`config.mk`:
```
export PLATFORM = sky130hd
export DESIGN_NAME = pe_gen
export DESIGN_NICKNAME = d
export VERILOG_FILES = /design/src/rtl/pe_gen.sv
export SDC_FILE = /design/constraint.sdc
export NUM_CORES = 1
export LEC_CHECK = 0
export ABC_CLOCK_PERIOD_IN_PS = 5700
export CAP_MARGIN = 20
export CORE_ASPECT_RATIO = 2
export CORE_MARGIN = 1
export CORE_UTILIZATION = 45
export CTS_CLUSTER_DIAMETER = 60
export DETAILED_ROUTE_END_ITERATION = 7
export GPL_TIMING_DRIVEN = 0
export PLACE_DENSITY = 0.79
export SLEW_MARGIN = 10
export SYNTH_ARGS = -nofsm -noshare
export SYNTH_HDL_FRONTEND = slang
export SYNTH_SLANG_ARGS = --single-unit
```
`constraint.sdc`:
```
create_clock -name clk -period 5.7 [get_ports clk]
set_clock_uncertainty 0.2 [all_clocks]
set_input_delay 1.425 -clock clk [delete_from_list [all_inputs] [get_ports clk]]
set_output_delay 1.425 -clock clk [all_outputs]
set_load 0.01 [all_outputs]
```
`src/rtl/pe_gen.sv`:
```
// Systolic-array processing element: weight x activation multiply folded into a carry-save partial-sum pair.
// Optional build macro PE_GEN_ZERO_SKIP_EN gates multiplier operands on zero and adds a skip_cnt output.
module pe_gen #(
  parameter int DW   = 8,
  parameter int SIZE = 4,
  parameter int PSW  = $clog2(SIZE) + 2*DW
) (
  input  logic            clk,
  input  logic            rst_n,
  // in_valid qualifies in/psum0_i/psum1_i for one cycle; there is no ready, every valid cycle is consumed.
  input  logic            in_valid,
  input  logic [DW-1:0]   in,
  input  logic [PSW-1:0]  psum0_i,
  input  logic [PSW-1:0]  psum1_i,
  input  logic [DW-1:0]   w_in,
  input  logic            w_load,
  input  logic            w_swap,
  input  logic            signed_mode,
  input  logic            acc_mode,
  input  logic            acc_clr,
  output logic            valid_o,
  output logic [DW-1:0]   in_o,
  output logic [PSW-1:0]  psum0_o,
  output logic [PSW-1:0]  psum1_o,
  output logic [DW-1:0]   w_o
`ifdef PE_GEN_ZERO_SKIP_EN
  ,
  output logic [15:0]     skip_cnt
`endif
);

  logic [DW-1:0]  shadow_q, shadow_d;
  logic [DW-1:0]  active_q, active_d;
  logic [DW-1:0]  in_q, in_d;
  logic [PSW-1:0] psum0_q, psum0_d;
  logic [PSW-1:0] psum1_q, psum1_d;
  logic           valid_q, valid_d;

  logic [DW-1:0]         mul_w, mul_x;
  logic [2*DW+1:0]       a_w, b_w;
  logic signed [2*DW+1:0] prod_s;
  logic [PSW-1:0]        p;
  logic [PSW-1:0]        op_a, op_b;
  logic [PSW-1:0]        sum_bits, maj_bits;

`ifdef PE_GEN_ZERO_SKIP_EN
  logic        skip;
  logic [15:0] skip_cnt_q, skip_cnt_d;

  // Zero operands are isolated so the multiplier inputs stay quiet; the product is 0 either way.
  always_comb begin
    skip  = (in == '0) || (active_q == '0);
    mul_w = skip ? '0 : active_q;
    mul_x = skip ? '0 : in;
  end
`else
  always_comb begin
    mul_w = active_q;
    mul_x = in;
  end
`endif

  // One guard bit per operand makes a single modular multiply serve both signed and unsigned modes.
  always_comb begin
    a_w    = {{(DW+2){signed_mode & mul_w[DW-1]}}, mul_w};
    b_w    = {{(DW+2){signed_mode & mul_x[DW-1]}}, mul_x};
    prod_s = a_w * b_w;
    p      = PSW'(prod_s);
  end

  always_comb begin
    op_a     = acc_mode ? psum0_q : psum0_i;
    op_b     = acc_mode ? psum1_q : psum1_i;
    sum_bits = op_a ^ op_b ^ p;
    maj_bits = (op_a & op_b) | (op_a & p) | (op_b & p);
  end

  always_comb begin
    valid_d  = in_valid;
    in_d     = in_q;
    psum0_d  = psum0_q;
    psum1_d  = psum1_q;
    shadow_d = shadow_q;
    active_d = active_q;
    if (in_valid) begin
      in_d    = in;
      psum0_d = sum_bits;
      psum1_d = {maj_bits[PSW-2:0], 1'b0};
    end
    if (acc_clr) begin
      psum0_d = '0;
      psum1_d = '0;
    end
    // Swap reads the pre-edge shadow, so load+swap together moves the old shadow into active.
    if (w_load) shadow_d = w_in;
    if (w_swap) active_d = shadow_q;
  end

`ifdef PE_GEN_ZERO_SKIP_EN
  always_comb begin
    skip_cnt_d = skip_cnt_q;
    if (in_valid && skip) skip_cnt_d = skip_cnt_q + 16'd1;
  end
`endif

  always_ff @(posedge clk or negedge rst_n) begin
    if (!rst_n) begin
      shadow_q <= '0;
      active_q <= '0;
      in_q     <= '0;
      psum0_q  <= '0;
      psum1_q  <= '0;
      valid_q  <= 1'b0;
    end else begin
      shadow_q <= shadow_d;
      active_q <= active_d;
      in_q     <= in_d;
      psum0_q  <= psum0_d;
      psum1_q  <= psum1_d;
      valid_q  <= valid_d;
    end
  end

`ifdef PE_GEN_ZERO_SKIP_EN
  always_ff @(posedge clk or negedge rst_n) begin
    if (!rst_n) skip_cnt_q <= '0;
    else        skip_cnt_q <= skip_cnt_d;
  end
  assign skip_cnt = skip_cnt_q;
`endif

  assign valid_o = valid_q;
  assign in_o    = in_q;
  assign psum0_o = psum0_q;
  assign psum1_o = psum1_q;
  assign w_o     = shadow_q;

endmodule

```
==> results.toml <==
[outcome]
status = "complete, but fails checks"
violations = "DRC, setup timing"

[clock_network]
hold_buffers = 0
root_buffer = "clkbuf_16"
h-tree-depth = 3
clock_sinks = 60
numCtsBuffers = 9
cts.clk_slew.worst_paths_ns = 0.05
cts.path.max_buffers = 2
worstSkewPairLatency_ns = 0.33
cts_tree = "yes"

[timing]
worstMarginPinSlew_ns = 0.965
relSlewSlack_pct = 35.6
finalHoldViolations = 0
drv_slew = 0
fin_ws_ns = -0.777
max_freq_mhz = 154
fin_hold_ws_ns = 0.308
finalCriticalPeriod_ns = 6.48
rsz0062_at_grt = "yes"
setup_violations = 17
finalCritPeriodShare_pct = 114

[logic_synthesis]
synth_simple_gate_area_share_pct = 10.2
ys.flop_type = "dfrtp_1"
synth_area_per_cell_sq_um = 10.4
ys_top_cells_by_area = "fa_1 (29%), dfrtp_1 (25%), ha_1 (7.9%)"
synth-compound-area-share_pct = 6.43
synth_common_cells = "inv_1 (90), fa_1 (87), dfrtp_1 (60)"
synthMuxAreaShare_pct = 10.8
yosysWarnings = 0
synthAdderAreaFrac_pct = 36.6
yosysTopAreaCell = "fa_1"
synth_nets = 768
synth_xor_area_share_pct = 3.31
yosysMostFrequentCell = "inv_1"
ys_seq_area_share_pct = 24.8
netlist_area_sq_mm = 0.00606
synthCells = 583
synth_top_area_share_pct = 28.8
synthArstFlopShare_pct = 100
ys_ff_latch = 60
synth-edff-count = 0
yosys.cell_types.count = 31
synth_top_family_by_area = "adder cells"

[power_and_ir_drop]
power_density_mw_per_mm2 = 668
ir_worst_vdd_mv = 0.307
leakage_nw = 3.81

[setup_path]
worstSetupEndpointType = "flip-flop"
crit_chain = "clkbuf_16 > nand2_8 > or2_4 > fa_1 > fa_1 > inv_2 > fa_1 > fa_1 > inv_2 > fa_1 > inv_2 > ha_4 > nand2b_4 > a211o_1 > a311o_1 > xor2_2 > fa_1 > inv_1 > mux2i_1 > nor2_1"
max_stage_delay_ns = 0.53
rr_startpoint = "active_q[4]$_DFFE_PN0P_"
path_max_fanout = 7
r2r_cells = 20
crit_family = "adder cells"
crit_start = "in[7]"
cp.buffers_inverters = 5
crit_top_cell = "fa_1"
arrival_ns = 6.46
start_kind = "input port"
cp_slowest_cell = "fa_1"
worstPathRequired_ns = 5.69
path_class = "in -> reg"
cp.depth = 20

[place]
place_area_sq_mm = 0.00742
portBuffers = 100
dpl.hpwl_um = 11300
place_inst = 835
place_congestion = 0.859

[layout]
fill_cells = 999
final_area_sq_mm = 0.00817
drive_above_1_share_pct = 20.5
layout.cells.non_filler = 869
diodes = 0
fin_nets = 897
syn2layout_area_growth_pct = 35.0

[grt]
antenna_found_initial = 0
grt_pass1_vias = 5063
grt_usage_pct = 21.9
grt-ovfl-total = 0
grt_max_degree = 61
grt_pass1_wl_um = 24200

[floorplanning]
rows = 59
initial_core_util_pct = 46.3
die_x_um = 84.0
ios = 113
core_sq_mm = 0.0131
die_area_sq_mm = 0.0140
dieHeight_um = 166

[route]
dr.pass1.iters = 6
viasPerCell = 5.28
routed_wl_um = 14700
wl_per_cell_um = 17.0
first_iter_violations = 145
drtAntennaViolNets = 0
post-route-drc-count = 22
vias = 4586

[flow_run]
max_cap_violations = 0

[min_path]
hold_start = "in_o[5]$_DFFE_PN0P_"
hold_depth = 1
hp-class = "reg -> reg"
==> report_power, final <==
part           internal [W]  switching (W)
combinational       0.00214        0.00216
clock              0.000340       0.000215
sequential         0.000530      0.0000814
total               0.00301        0.00245
==> state kept, by name, summed over array words and instances, names as in the netlist <==
register  cells
active_q      8
in_o          8
psum0_o      18
psum1_o      17
valid_o       1
w_o           8
==> cell families (layout without fill, tap and decap cells) <==
kind of cell,count (synthesis),after routing
DFF,60,60
adders and majority gates,125,125
other,1,1
muxes,62,62
AOI/OAI and AO/OA,54,54
xor gates and xnor gates,22,22
and+or+nand+nor,135,135
buffers and inverters,124,258
==> what timing repair did <==
action | 4_1_cts | 5_1_grt
gates resized for setup | 51 | 28
pin swaps | 30 | 33
setup buffers | 8 | 10
endpoints found under the setup margin | 19 | 19
==> cell type report <==
cell class / instances / area (sq um) / area share (%)
sequential: 60 / 1500 / 18.4
tap: 152 / 190 / 2.33
buffer: 34 / 226 / 2.77
clock buffer: 9 / 225 / 2.76
inverter: 90 / 338 / 4.13
multi-input combinational: 399 / 4480 / 54.9
timing repair buffer: 118 / 1130 / 13.9
clock inverter: 7 / 75.1 / 0.919
==> worst reg2reg max path: stages (launching register included) <==
cell and delay, ns:
dfrtp_1 0.37, clkbuf_1 0.25, and2_4 0.25, fa_1 0.55
inv_2 0.04, fa_1 0.51, inv_2 0.05, fa_1 0.48
fa_1 0.52, inv_2 0.05, fa_1 0.52, inv_2 0.05
ha_4 0.29, nand2b_4 0.07, a211o_1 0.30, a311o_1 0.31
xor2_2 0.16, fa_1 0.53, inv_1 0.04, mux2i_1 0.18
nor2_1 0.07
==> through the flow <==
step                power (W)  setup TNS (ns)  worst slack (ns)  utilization [%]
floorplan             0.00307           -5.42            -0.724                -
global placement      0.00374          -21.83             -1.62             56.8
detailed placement    0.00384          -23.16             -1.68             56.8
CTS                   0.00500           -5.20            -0.702             61.1
global route          0.00593           -8.78            -0.888             62.5
finish                0.00546           -6.69            -0.777             62.5
==> cell usage in the layout (no fill, tap or decap), types with 3 or more instances in the layout <==
cell type	instances
clkdlybuf4s50_1	97
inv_1	84
fa_1	78
dfrtp_1	60
nor2_1	46
mux2i_1	37
nand2_1	36
and2_1	33
ha_1	28
mux2_2	25
clkbuf_1	20
buf_4	20
a211oi_1	18
a211oi_2	13
clkbuf_16	11
ha_4	10
xnor2_1	9
fa_2	9
inv_2	6
xor2_1	6
a21oi_2	5
xor2_2	5
buf_2	5
a21o_1	4
and2_4	3
buf_6	3
o21ai_2	3
clkinv_4	3
==> per-layer routing <==
layer	routed length, um	vias to the layer above	track usage (%)
met5	0	-	0
met4	578	0	10.0
met3	507	41	2.78
met2	8680	121	43.2
met1	4970	2329	22.2
li1	-	2095	-
==> path summary, 6_finish.rpt <==
path | to | slack [ns]
worst max-delay path | psum0_o[16]$_DFFE_PN0P_ | -0.78
worst min-delay path | in_o[5]$_DFFE_PN0P_ | 0.31
worst max register to register | psum0_o[16]$_DFFE_PN0P_ | -0.25
worst min register to register | in_o[5]$_DFFE_PN0P_ | 0.31
max in group asynchronous | w_o[6]$_DFFE_PN0P_ | 3.79
min in group asynchronous | psum0_o[13]$_DFFE_PN0P_ | 0.95
Power figures use the tool's default switching activity.
